## config.mk

```make
export PLATFORM = sky130hd
export DESIGN_NAME = mem_arbiter
export DESIGN_NICKNAME = d
export VERILOG_FILES = /design/src/rtl/mem_arbiter.sv
export SDC_FILE = /design/constraint.sdc
export NUM_CORES = 1
export LEC_CHECK = 0
export ABC_CLOCK_PERIOD_IN_PS = 4300
export CAP_MARGIN = 10
export CORE_ASPECT_RATIO = 0.7
export CORE_MARGIN = 4
export CORE_UTILIZATION = 46
export CTS_CLUSTER_SIZE = 12
export DETAILED_ROUTE_END_ITERATION = 6
export HOLD_SLACK_MARGIN = 0.08
export PLACE_DENSITY = 0.87
export SYNTH_ARGS = -nofsm -noshare
export SYNTH_HDL_FRONTEND = slang
export SYNTH_SLANG_ARGS = --single-unit
```

## constraint.sdc

```tcl
create_clock -name clock -period 4.3 [get_ports clock]
set_input_delay 0.43 -clock clock [delete_from_list [all_inputs] [get_ports clock]]
set_output_delay 0.43 -clock clock [all_outputs]
set_load 0.005 [all_outputs]
```

## src/rtl/mem_arbiter.sv

```systemverilog
// Two-port memory arbiter: shares one memory command channel between an
// instruction-fetch port and a data port. Only one command is outstanding at a time.
// Data has priority, but the fetch port gets a grant after MAX_D_STREAK data
// grants in a row while it is waiting.
module mem_arbiter #(
  parameter int unsigned ADDR_WIDTH   = 32,
  parameter int unsigned DATA_WIDTH   = 32,
  parameter int unsigned MAX_D_STREAK = 2
) (
  input  logic                  clock,
  input  logic                  reset,
  // instruction fetch port
  input  logic                  i_req,
  input  logic [ADDR_WIDTH-1:0] i_addr,
  output logic [DATA_WIDTH-1:0] i_rdata,
  output logic                  i_ready,
  // data port
  input  logic                  d_req,
  input  logic                  d_we,
  input  logic [ADDR_WIDTH-1:0] d_addr,
  input  logic [DATA_WIDTH-1:0] d_wdata,
  output logic [DATA_WIDTH-1:0] d_rdata,
  output logic                  d_ready,
  // memory command channel
  output logic                  mem_en,
  output logic                  mem_we,
  output logic [ADDR_WIDTH-1:0] mem_addr,
  output logic [DATA_WIDTH-1:0] mem_wdata,
  input  logic [DATA_WIDTH-1:0] mem_rdata,
  input  logic                  mem_done
);

  localparam int unsigned STREAK_W = (MAX_D_STREAK < 1) ? 1 : $clog2(MAX_D_STREAK + 1);
  localparam logic [STREAK_W-1:0] STREAK_MAX = STREAK_W'(MAX_D_STREAK);

  localparam logic [2:0] S_IDLE    = 3'd0;
  localparam logic [2:0] S_ISSUE_I = 3'd1;
  localparam logic [2:0] S_ISSUE_D = 3'd2;
  localparam logic [2:0] S_WAIT_I  = 3'd3;
  localparam logic [2:0] S_WAIT_D  = 3'd4;

  logic [2:0]            state_q,     state_d;
  logic [STREAK_W-1:0]   d_streak_q,  d_streak_d;
  logic                  mem_en_q,    mem_en_d;
  logic                  mem_we_q,    mem_we_d;
  logic [ADDR_WIDTH-1:0] mem_addr_q,  mem_addr_d;
  logic [DATA_WIDTH-1:0] mem_wdata_q, mem_wdata_d;
  logic [DATA_WIDTH-1:0] i_rdata_q,   i_rdata_d;
  logic [DATA_WIDTH-1:0] d_rdata_q,   d_rdata_d;
  logic                  i_ready_q,   i_ready_d;
  logic                  d_ready_q,   d_ready_d;

  // Next-state and registered-output logic; the command is latched at grant so
  // mem_en is high for exactly the ISSUE cycle.
  always_comb begin
    state_d     = state_q;
    d_streak_d  = d_streak_q;
    mem_en_d    = 1'b0;
    mem_we_d    = mem_we_q;
    mem_addr_d  = mem_addr_q;
    mem_wdata_d = mem_wdata_q;
    i_rdata_d   = i_rdata_q;
    d_rdata_d   = d_rdata_q;
    i_ready_d   = 1'b0;
    d_ready_d   = 1'b0;

    case (state_q)
      S_IDLE: begin
        // Requests are still asserted during the ready pulse; no grant that cycle.
        if (!i_ready_q && !d_ready_q) begin
          if (d_req && (!i_req || (d_streak_q != STREAK_MAX))) begin
            state_d     = S_ISSUE_D;
            mem_en_d    = 1'b1;
            mem_we_d    = d_we;
            mem_addr_d  = d_addr;
            mem_wdata_d = d_wdata;
            if (!i_req) begin
              d_streak_d = '0;
            end else if (d_streak_q != STREAK_MAX) begin
              d_streak_d = d_streak_q + STREAK_W'(1);
            end
          end else if (i_req) begin
            state_d     = S_ISSUE_I;
            mem_en_d    = 1'b1;
            mem_we_d    = 1'b0;
            mem_addr_d  = i_addr;
            mem_wdata_d = '0;
            d_streak_d  = '0;
          end
        end
      end
      S_ISSUE_I: state_d = S_WAIT_I;
      S_ISSUE_D: state_d = S_WAIT_D;
      S_WAIT_I: begin
        if (mem_done) begin
          i_rdata_d = mem_rdata;
          i_ready_d = 1'b1;
          state_d   = S_IDLE;
        end
      end
      S_WAIT_D: begin
        if (mem_done) begin
          // Stores complete without touching the load data register.
          if (!mem_we_q) begin
            d_rdata_d = mem_rdata;
          end
          d_ready_d = 1'b1;
          state_d   = S_IDLE;
        end
      end
      default: state_d = S_IDLE;
    endcase
  end

  // State and output registers with asynchronous clear.
  always_ff @(posedge clock or negedge reset) begin
    if (!reset) begin
      state_q     <= S_IDLE;
      d_streak_q  <= '0;
      mem_en_q    <= 1'b0;
      mem_we_q    <= 1'b0;
      mem_addr_q  <= '0;
      mem_wdata_q <= '0;
      i_rdata_q   <= '0;
      d_rdata_q   <= '0;
      i_ready_q   <= 1'b0;
      d_ready_q   <= 1'b0;
    end else begin
      state_q     <= state_d;
      d_streak_q  <= d_streak_d;
      mem_en_q    <= mem_en_d;
      mem_we_q    <= mem_we_d;
      mem_addr_q  <= mem_addr_d;
      mem_wdata_q <= mem_wdata_d;
      i_rdata_q   <= i_rdata_d;
      d_rdata_q   <= d_rdata_d;
      i_ready_q   <= i_ready_d;
      d_ready_q   <= d_ready_d;
    end
  end

  assign mem_en    = mem_en_q;
  assign mem_we    = mem_we_q;
  assign mem_addr  = mem_addr_q;
  assign mem_wdata = mem_wdata_q;
  assign i_rdata   = i_rdata_q;
  assign d_rdata   = d_rdata_q;
  assign i_ready   = i_ready_q;
  assign d_ready   = d_ready_q;

endmodule
```

# --- Word level (Yosys, flattened, before mapping) ---
# Index checks and enable logic that the tools add are counted.
classes:
  add_sub_neg: 1
  eq_ne: 9
  mux: 22
  reduce_logical: 14
  mul: 0
  n_lt_le_gt_ge: 0
  shift: 0
  div: 0
  bitwise: 1
ops:
  columns: ["operator", "n"]
  rows:
  - ["32-bit 2-to-1 mux", 4]
  - ["3-bit 2-to-1 mux", 4]
  - ["3-bit one-hot mux with 4 select lines", 1]
  - ["1-bit 2-to-1 mux", 9]
  - ["3-bit AND reduction", 3]
  - ["2-bit 2-to-1 mux", 4]
  - ["3-bit by 2-bit equality test with 1-bit output, second input constant", 2]
  - ["3-bit inequality test, second input constant", 2]
  - ["2-bit inequality test, second input constant", 2]
  - ["4-bit AND reduction", 1]
  - ["3-bit by 1-bit equality test with 1-bit output, second input constant", 1]
  - ["3-bit equality test, second input constant", 1]
  - ["1-bit zero test", 3]
  - ["3-bit zero test", 1]
  - ["2-bit by 1-bit adder with 2-bit output, second input constant", 1]
  - ["1-bit logical AND", 2]
  - ["2-bit by 1-bit inequality test with 1-bit output, second input constant", 1]
  - ["2-bit AND reduction", 1]
  - ["2-bit nonzero test", 1]
  - ["2-bit OR reduction", 1]
  - ["1-bit logical OR", 1]
  - ["1-bit NOT", 1]
totals:
  elab_cells: 57
  ram_bits: 0
  latchBits: 0
  rom_bits: 0
  inputBits: 134
  output_inout_bits: 132
  n_memories: 0
  regBits: 137

# --- Logic depth before layout (Yosys ltp) ---
depth:
  ltp_word: 6
  ltp_mapped: 7
  mapped_depth_nobuf: 5

# --- Worst setup path after synthesis ---
# No wires, ideal clock.
synth_path:
  path_kind: "register to register"
  start: "reg d_streak_q[0]"
  end: "reg mem_addr_q[3] (netlist: mem_addr[3])"
  arrival_time_ns: 1.572
  required_ns: 4.175
  synth_period_minus_slack_ns: 1.697
  path_stages_with_launch: 8
  path_slack_ns: 2.603
  n_path_buf: 2
  cell_sequence: "dfrtp_1 -> inv_1 -> ha_1 -> a21bo_1 -> buf_6 -> buf_6 -> mux2_4 -> mux2_4"
synth_via:
  elab_chain_len: 5
  elab_cells_between_ends: 6
  classes_between: "eq/ne: 1; mux: 1; reduce/logical: 4"
synth_rtl:
  columns: ["item", "line", "source"]
  rows:
  - ["from (decl)", "43", "logic [STREAK_W-1:0] d_streak_q, d_streak_d;"]
  - ["from (signal assigned)", "130", "d_streak_q <= d_streak_d;"]
  - ["2-bit inequality test *", "71", "if (d_req && (!i_req || (d_streak_q != STREAK_MAX))) begin"]
  - ["1-bit logical OR *", "71", null]
  - ["1-bit logical AND *", "71", null]
  - ["2-bit nonzero test (no line)", null, null]
  - ["3-bit AND reduction (no line)", null, null]
  - ["to (signal assigned)", "133", "mem_addr_q <= mem_addr_d;"]
  - ["to (decl)", "46", "logic [ADDR_WIDTH-1:0] mem_addr_q, mem_addr_d;"]
# Mark *: on every way between the ends. The rest lies on a longest branch, timed or not.
# A chain may end at the register's enable or synchronous reset.

# --- Worst setup path after layout ---
layout_path:
  start: "reg d_streak_q[0]"
  end: "reg mem_addr_q[2] (netlist: mem_addr[2])"
# The elaborated chain is that of the path after synthesis.

==> impl_metrics.json <==
{
  "diodes": 0,
  "drive_gt1_frac": 0.201,
  "crit_path_max_fanout": 33,
  "grt_max_degree": 105,
  "wl_mm": 16.1,
  "gr-total-overflow": 0,
  "synth_top_area_cell": "dfrtp_1",
  "synth.net_count": 546,
  "fp.dieH_um": 104,
  "synth-seq-cells": 137,
  "cts.reportedPaths.clkPinSlew_ps": 60,
  "ir_worst_vdd_v": 0.000381,
  "cts_resized": 0,
  "die_area_um2": 15100,
  "grt_util_all_layers": 0.213,
  "routed_via_density": 4.91,
  "crit_arrival_ps": 2640,
  "hold_path_class": "input pin to asynchronous set/reset pin",
  "antenna_found_initial": 0,
  "grt_pass1_vias": 4598,
  "postCtsHoldBufs": 0,
  "power.leakage_nw": 4.16,
  "syn_to_final_growth_pct": 54.7,
  "start_util": 0.480,
  "io_pins": 266,
  "critPathLaunchType": "flop",
  "cts_made_buffers": 17,
  "place.gp.congestion": 0.802,
  "synth_most_common_cell": "dfrtp_1",
  "worst_pin_slew_ps": 1200,
  "ys.flop_type": "dfrtp_1",
  "synth.top_cell.area_share": 0.566,
  "ys_types": 25,
  "grt_pass1_wl_mm": 25.6,
  "cts_setup_buffers": 0,
  "status": "completed",
  "rows": 34,
  "cap_violations": 0,
  "criticalPathCategory": "flop to flop",
  "synth_cells": 411,
  "period_share": 0.548,
  "vias": 4186,
  "powerDensity_nw_per_um2": 700,
  "finalSetupViolations": 0,
  "period_needed_ps": 2350,
  "ctsLongestPathBuffers": 2,
  "fin_util": 0.742,
  "syn_area_per_cell_um2": 14.7,
  "ys_seq_area_frac": 0.566,
  "clkLatencyLatePin_ps": 400,
  "cts_sinks": 137,
  "critical_path_required_ps": 4580,
  "max_freq_mhz": 425,
  "routedWlPerCell_um": 18.9,
  "finClkSkew_ps": 11.8,
  "post-dp-hpwl_mm": 11.6,
  "cts_tree": "done",
  "port_buffers": 265,
  "timing.final.hold_violations": 0,
  "tns_ps": 0,
  "first_pass_iters": 4,
  "ys_warn_count": 0,
  "synth_edf_count": 0,
  "rsz0062_at_grt": "false",
  "cts-htree-levels": 4,
  "synthTopCellsByArea": "dfrtp_1 (57%), mux2_4 (14%), mux2_2 (7.6%)",
  "clockRootBuffer": "clkbuf_16",
  "critPathCaptureType": "flop",
  "antenna_left": 0,
  "finalNetCount": 812,
  "drt_iter0_markers": 159,
  "fp.dieW_um": 145,
  "drv_slew": 0,
  "drc_errors": 0,
  "async_reset_ff_frac": 1.00,
  "synth_area_um2": 6060,
  "ys_top_cells_by_count": "dfrtp_1 (137), mux2_4 (58), mux2_2 (41)",
  "maxSlewHeadroom": 0.200,
  "core_um2": 12600
}
==> power breakdown <==
part	internal (mW)	switching [mW]
clock	0.978	0.563
combinational	1.84	0.907
sequential	1.90	0.361
total	4.73	1.83
==> critical path, cell delays in order (launching register included) <==
cell and delay [ps]:
dfrtp_1 390, inv_1 60, ha_1 190, a21bo_2 910, mux2_2 420, mux2_2 260
==> cell type report <==
class | instances | area [um2]
clock inverter | 13 | 193
fill | 778 | 3260
sequential | 137 | 3430
tap | 162 | 203
timing repair buffer | 269 | 2680
clock buffer | 19 | 433
multi-input combinational | 217 | 2300
inverter | 35 | 131
==> cells in the final DEF (no fill, tap or decap), drive strengths merged, types with 2 or more instances in the layout <==
master and instances:
clkbuf 19, bufinv 4, nand2 33, nor2 7
mux2i 34, clkinv 5, inv 37, dfrtp 137
a21boi 2, a31oi 2, clkinvlp 2, clkdlybuf4s50 264
mux2 130, buf 5
==> worst paths after layout <==
check	start	to	slack, ps	depth (start not counted)
max in group asynchronous	reset	i_rdata[7]$_DFFE_PN0P_	3120	2
min reg2reg	d_rdata[30]$_DFFE_PN0P_	d_rdata[30]$_DFFE_PN0P_	480	1
min in group clock	d_rdata[30]$_DFFE_PN0P_	d_rdata[30]$_DFFE_PN0P_	480	1
min	reset	mem_wdata[5]$_DFFE_PN0P_	120	1
max	d_streak_q[0]$_DFFE_PN0P_	mem_addr[2]$_DFFE_PN0P_	1950	5
max reg2reg	d_streak_q[0]$_DFFE_PN0P_	mem_addr[2]$_DFFE_PN0P_	1950	5
==> per-layer routing <==
| layer | track usage | wire length, um | part of all wire |
|---|---|---|---|
| met1 | 0.255 | 6610 | 0.41 |
| met2 | 0.366 | 8090 | 0.50 |
| met3 | 0.0710 | 1070 | 0.066 |
| met4 | 0.0684 | 327 | 0.020 |
| met5 | 0 | 0 | 0 |
==> state kept, by name, summed over array words and instances, names as in the netlist <==
signal	cells
state_q	3
d_rdata	32
i_ready	1
mem_addr	32
mem_en	1
mem_we	1
d_streak_q	2
i_rdata	32
mem_wdata	32
d_ready	1
==> metrics by stage <==
| step | cells | power [mW] | worst slack, ps | cell area [um2] | hold slack, ps |
|---|---|---|---|---|---|
| global route | 852 | 6.90 | 1820 | 9370 | 226 |
| finish | 852 | 6.56 | 1950 | 9370 | 122 |
| floorplan | 411 | 3.48 | 2600 | 6060 | 134 |
| CTS | 852 | 6.64 | 1920 | 9370 | 182 |
| detailed placement | 820 | 5.05 | 1580 | 8750 | 474 |
| global placement | 820 | 4.92 | 1630 | 8750 | 466 |
==> cells by family after synthesis <==
| family | synth area share |
|---|---|
| muxes | 0.334 |
| DFF | 0.566 |
| buffers and inverters | 0.0558 |
| and+or+nand+nor | 0.0364 |
| AOI/OAI and AO/OA | 0.00620 |
| adders and majority gates | 0.00206 |
Power figures use the tool's default switching activity.
